<file path="config.mk">
export PLATFORM = sky130hd
export DESIGN_NAME = rom_arbiter
export DESIGN_NICKNAME = d
export VERILOG_FILES = /design/src/rtl/rom_arbiter_pkg.sv /design/src/rtl/rom_arbiter_rr_arb2.sv /design/src/rtl/rom_arbiter.sv
export SDC_FILE = /design/constraint.sdc
export NUM_CORES = 1
export LEC_CHECK = 0
export CELL_PAD_IN_SITES_DETAIL_PLACEMENT = 0
export CELL_PAD_IN_SITES_GLOBAL_PLACEMENT = 1
export CORE_MARGIN = 2
export CORE_UTILIZATION = 33
export DETAILED_ROUTE_END_ITERATION = 10
export GPL_ROUTABILITY_DRIVEN = 0
export PLACE_DENSITY_LB_ADDON = 0.1
export SYNTH_ARGS = -nofsm -noshare
export SYNTH_HDL_FRONTEND = slang
export SYNTH_HIERARCHICAL = 1
export SYNTH_SLANG_ARGS = --single-unit
</file>
<file path="constraint.sdc">
create_clock -name sys_clk -period 4.82 [get_ports sys_clk]
set_input_delay 0.482 -clock sys_clk [delete_from_list [all_inputs] [get_ports sys_clk]]
set_output_delay 0.482 -clock sys_clk [all_outputs]
set_load 0.02 [all_outputs]
</file>
<file path="src/rtl/rom_arbiter_pkg.sv">
// Shared definitions for the two-master ROM commutator: bus width defaults,
// controller state encoding and the error code returned with a response.
package rom_arbiter_pkg;

  localparam int ADDR_W_DEF = 16;
  localparam int DATA_W_DEF = 32;

  typedef enum logic [1:0] {
    ST_IDLE = 2'd0,
    ST_REQ  = 2'd1,
    ST_RESP = 2'd2
  } arb_state_e;

  localparam logic ERR_NONE = 1'b0;
  localparam logic ERR_FAIL = 1'b1;

endpackage

</file>
<file path="src/rtl/rom_arbiter_rr_arb2.sv">
// Two-input round-robin grant; last_grant resets to 1 so port 0 wins the first tie.
module rr_arb2
  import rom_arbiter_pkg::*;
(
  input  logic       clk,
  input  logic       rst_n,
  input  logic [1:0] req_i,
  input  logic       accept_i,
  output logic       gnt_valid_o,
  output logic       gnt_idx_o
);

  logic last_q;
  logic last_d;

  always_comb begin
    gnt_valid_o = |req_i;
    if (&req_i) begin
      gnt_idx_o = ~last_q;
    end else begin
      gnt_idx_o = req_i[1];
    end
    last_d = last_q;
    if (accept_i && gnt_valid_o) begin
      last_d = gnt_idx_o;
    end
  end

  always_ff @(posedge clk or negedge rst_n) begin
    if (!rst_n) begin
      last_q <= 1'b1;
    end else begin
      last_q <= last_d;
    end
  end

endmodule

</file>
<file path="src/rtl/rom_arbiter.sv">
// Arbitrates an instruction-fetch and a data-load master onto one ROM port,
// with a bounded wait for the ROM ack and out-of-range address rejection.
module rom_arbiter
  import rom_arbiter_pkg::*;
#(
  parameter int ADDR_W    = ADDR_W_DEF,
  parameter int DATA_W    = DATA_W_DEF,
  parameter int ROM_DEPTH = 7,
  parameter int TIMEOUT   = 15
) (
  input  logic              sys_clk,
  input  logic              sys_rst_n,
  input  logic              m0_stb_i,
  input  logic [ADDR_W-1:0] m0_addr_i,
  output logic              m0_ack_o,
  output logic [DATA_W-1:0] m0_data_o,
  output logic              m0_err_o,
  input  logic              m1_stb_i,
  input  logic [ADDR_W-1:0] m1_addr_i,
  output logic              m1_ack_o,
  output logic [DATA_W-1:0] m1_data_o,
  output logic              m1_err_o,
  output logic              rom_stb_o,
  output logic [ADDR_W-1:0] rom_addr_o,
  input  logic              rom_ack_i,
  input  logic [DATA_W-1:0] rom_data_i
);

  localparam int                WAIT_W    = $clog2(TIMEOUT + 1);
  localparam logic [WAIT_W-1:0] WAIT_LAST = WAIT_W'(TIMEOUT - 1);
  localparam logic [ADDR_W-1:0] DEPTH_A   = ADDR_W'(ROM_DEPTH);

  arb_state_e              state_q, state_d;
  logic                    gnt_q, gnt_d;
  logic [WAIT_W-1:0]       wait_q, wait_d;
  logic                    rom_stb_q, rom_stb_d;
  logic [ADDR_W-1:0]       rom_addr_q, rom_addr_d;
  logic [1:0]              ack_q, ack_d;
  logic [1:0]              err_q, err_d;
  logic [1:0][DATA_W-1:0]  data_q, data_d;

  logic                    arb_vld;
  logic                    arb_idx;
  logic                    accept;
  logic [ADDR_W-1:0]       win_addr;

  rr_arb2 u_rr_arb2 (
    .clk         (sys_clk),
    .rst_n       (sys_rst_n),
    .req_i       ({m1_stb_i, m0_stb_i}),
    .accept_i    (accept),
    .gnt_valid_o (arb_vld),
    .gnt_idx_o   (arb_idx)
  );

  always_comb begin
    state_d    = state_q;
    gnt_d      = gnt_q;
    wait_d     = wait_q;
    rom_stb_d  = 1'b0;
    rom_addr_d = '0;
    ack_d      = '0;
    err_d      = '0;
    data_d     = '0;
    accept     = 1'b0;
    win_addr   = arb_idx ? m1_addr_i : m0_addr_i;

    case (state_q)
      ST_IDLE: begin
        if (arb_vld) begin
          accept = 1'b1;
          gnt_d  = arb_idx;
          wait_d = '0;
          // Addresses past the populated ROM are answered without touching the ROM.
          if (win_addr >= DEPTH_A) begin
            state_d        = ST_RESP;
            ack_d[arb_idx] = 1'b1;
            err_d[arb_idx] = ERR_FAIL;
          end else begin
            state_d    = ST_REQ;
            rom_stb_d  = 1'b1;
            rom_addr_d = win_addr;
          end
        end
      end
      ST_REQ: begin
        // A late ack still wins over a timeout landing in the same cycle.
        if (rom_ack_i) begin
          state_d       = ST_RESP;
          ack_d[gnt_q]  = 1'b1;
          err_d[gnt_q]  = ERR_NONE;
          data_d[gnt_q] = rom_data_i;
        end else if (wait_q == WAIT_LAST) begin
          state_d      = ST_RESP;
          ack_d[gnt_q] = 1'b1;
          err_d[gnt_q] = ERR_FAIL;
        end else begin
          wait_d     = wait_q + WAIT_W'(1);
          rom_stb_d  = 1'b1;
          rom_addr_d = rom_addr_q;
        end
      end
      ST_RESP: begin
        state_d = ST_IDLE;
        wait_d  = '0;
      end
      default: begin
        state_d = ST_IDLE;
      end
    endcase
  end

  always_ff @(posedge sys_clk or negedge sys_rst_n) begin
    if (!sys_rst_n) begin
      state_q    <= ST_IDLE;
      gnt_q      <= 1'b0;
      wait_q     <= '0;
      rom_stb_q  <= 1'b0;
      rom_addr_q <= '0;
      ack_q      <= '0;
      err_q      <= '0;
      data_q     <= '0;
    end else begin
      state_q    <= state_d;
      gnt_q      <= gnt_d;
      wait_q     <= wait_d;
      rom_stb_q  <= rom_stb_d;
      rom_addr_q <= rom_addr_d;
      ack_q      <= ack_d;
      err_q      <= err_d;
      data_q     <= data_d;
    end
  end

  assign rom_stb_o  = rom_stb_q;
  assign rom_addr_o = rom_addr_q;
  assign m0_ack_o   = ack_q[0];
  assign m0_err_o   = err_q[0];
  assign m0_data_o  = data_q[0];
  assign m1_ack_o   = ack_q[1];
  assign m1_err_o   = err_q[1];
  assign m1_data_o  = data_q[1];

endmodule

</file>
==> impl_metrics.env <==
export IMPL_status="complete, no violations"
export IMPL_grt_pass1_wl_mm=13.0
export IMPL_finalPower_mw=1.50
export IMPL_regArea_um2=2330
export IMPL_setup_violations=0
export IMPL_crit_arrival_ps=2750
export IMPL_synth_area_um2=3310
export IMPL_finalClockSkew_ps=14.3
export IMPL_power_density_nw_per_um2=288
export IMPL_synth_area_per_cell_um2=13.0
export IMPL_cts_hold_buf=0
export IMPL_detailed_place_hpwl_mm=5.65
export IMPL_layout_nets=483
export IMPL_route_detailed_drc=0
export IMPL_finalCritPeriodShare_pct=51.5
export IMPL_cp_required_ps=5090
export IMPL_first_pass_iters=4
export IMPL_postCtsSetupRepairBufs=0
export IMPL_portBuffers=153
export IMPL_multi_input_area_um2=932
export IMPL_wirelength_mm=8.00
export IMPL_ys_flop_type="dfrtp_1"
export IMPL_synth_warnings=6
export IMPL_r2r_start="u_rr_arb2/last_q"
export IMPL_post_cts_resized=0
export IMPL_ys_seq_elements=93
export IMPL_ioPinCount=154
export IMPL_synth_most_common_cell="dfrtp_1"
export IMPL_clock_sinks=93
export IMPL_clkLatencyLatePin_ps=360
export IMPL_yosysSeqAreaShare_pct=70.4
export IMPL_slew_limit_headroom_pct=28.4
export IMPL_async_reset_ff_share_pct=100
export IMPL_ys_types=34
export IMPL_antenna_cells=0
export IMPL_area_growth_synth_to_final_pct=57.7
export IMPL_cts_tree="done"
export IMPL_ctsRootBufferMaster="clkbuf_8"
export IMPL_wl_per_cell_um=14.5
export IMPL_grt_max_degree=59
export IMPL_yosysTopAreaCell="dfrtp_1"
export IMPL_track_usage_pct=15.2
export IMPL_grt_antenna_before_repair=0
export IMPL_cts_htree_levels=3
export IMPL_path_class="in -> reg"
export IMPL_maxCapViolCount=0
export IMPL_ys_top_cells_by_count="dfrtp_1 (92), and2_1 (65), and3_1 (17)"
export IMPL_drive_gt1_share_pct=6.00
export IMPL_min_path_type="in -> async"
export IMPL_synth_net_count=325
export IMPL_postRouteAntennaNets=0
export IMPL_cp_startpoint="m1_stb_i"
export IMPL_period_needed_ps=2480
export IMPL_critPathCaptureType="flip-flop"
export IMPL_die_h_um=104
export IMPL_cp_start_kind="input pin"
export IMPL_grt_pass1_vias=2612
export IMPL_std_cell_rows=36
export IMPL_synth_top_area_share_pct=69.6
export IMPL_leakage_nw=2.42
export IMPL_drt_initial_drc_count=50
export IMPL_rsz0062_at_grt="no"
export IMPL_hold_violations=0
export IMPL_start_util_pct=33.9
export IMPL_synthesis_instances=254
export IMPL_core_area_um2=9770
export IMPL_die_w_um=104
export IMPL_clockBufferDepth=2
export IMPL_dr_total_vias=2433
export IMPL_grt_ovfl_total=0
export IMPL_peakVddDrop_uv=139
export IMPL_drv_slew=0
export IMPL_vias_per_cell=4.42
export IMPL_setup_tns_ps=0
export IMPL_numCtsBuffers=9
export IMPL_synth_edf_count=0
export IMPL_timing_fmax_mhz=403
export IMPL_nFillCells=895
export IMPL_synth_area_leaders="dfrtp_1 (70%), and2_1 (12%), and3_1 (3.2%)"
export IMPL_worstMarginPinSlew_ps=1070
export IMPL_crit_fanout=16
export IMPL_dieArea_um2=10800
export IMPL_path_clk_slew_ps=90
-- logic make-up after synthesis --
logic type | count (synthesis) | share of synthesized area [%]
XOR/XNOR | 2 | 0.529
multiplexers | 2 | 0.605
flip-flops | 93 | 70.4
AO/OA/AOI/OAI | 20 | 4.23
AND/OR/NAND/NOR | 122 | 22.0
adder cells (fa/ha/maj) | 2 | 0.756
buffers and inverters | 13 | 1.47
-- path summary, 6_finish.rpt --
kind                                       to  cells past startpoint  slack (ps)
worst max-delay path            rom_addr_o[0]                      7        2340
max in group asynchronous       m0_data_o[22]                      2        3670
worst min-delay path            m1_data_o[23]                      1          60
min in group sys_clk            rom_addr_o[0]                      2         500
worst max register to register  rom_addr_o[0]                      6        2480
worst min register to register  rom_addr_o[0]                      2         500
-- cell usage in the layout, fill, tap and decap left out, types with 3 or more instances in the layout --
cell type,count
and2_1,65
clkbuf_8,9
o21ai_0,3
nor2_1,7
clkdlybuf4s50_1,152
inv_1,4
nand2_1,13
o21ai_1,3
and3_1,17
inv_6,4
dfrtp_1,92
nand3_1,5
buf_4,4
nor3_1,3
a22oi_1,3
-- worst max-delay path: stages --
cell and delay, ps:
clkdlybuf4s50_1 490, a21boi_0 190, buf_4 230, or4b_1 480, a21oi_1 140, or4b_4 520, o31ai_2 220
-- layout make-up --
cell class | instances | share of cell area (%)
Inverter | 4 | 0.288
Tap cell | 133 | 3.19
Sequential cell | 93 | 44.6
Multi-Input combinational cell | 148 | 17.9
Clock buffer | 9 | 2.37
Clock inverter | 7 | 1.97
Timing Repair Buffer | 156 | 29.7
-- registers in the layout, indices dropped and copies added (netlist names) --
signal and cells:
rom_stb_o 1, u_rr_arb2/last_q 1, err_q 2, state_q 2, m0_data_o 32, wait_q 4
m1_data_o 32, rom_addr_o 16, ack_q 2, gnt_q 1
-- per-layer routing --
layer  global-route usage (%)  routed length (um)  part of all wire (%)
met2                     24.9                4020                    50
met1                     17.4                3070                    38
met4                     7.14                 188                   2.4
met5                        0                   0                     0
met3                     6.33                 723                   9.0
-- per-stage QoR --
step	setup WS (ps)	utilization (%)	cells	instance area [um2]	hold WS, ps
6_report	2340	53.4	550	5220	57.7
5_1_grt	2200	53.4	550	5220	74.2
4_1_cts	2340	53.4	550	5220	61.3
3_5_place_dp	1980	51.1	534	4990	461
3_3_place_gp	2030	51.1	534	4990	458
2_1_floorplan	2560	-	254	3310	186
-- power breakdown --
part           internal [mW]  switching [mW]  total (mW)
combinational         0.0692          0.0501       0.119
clock                  0.300           0.288       0.587
sequential             0.791         0.00663       0.798
Note: power is estimated with default switching activity, not from simulation.
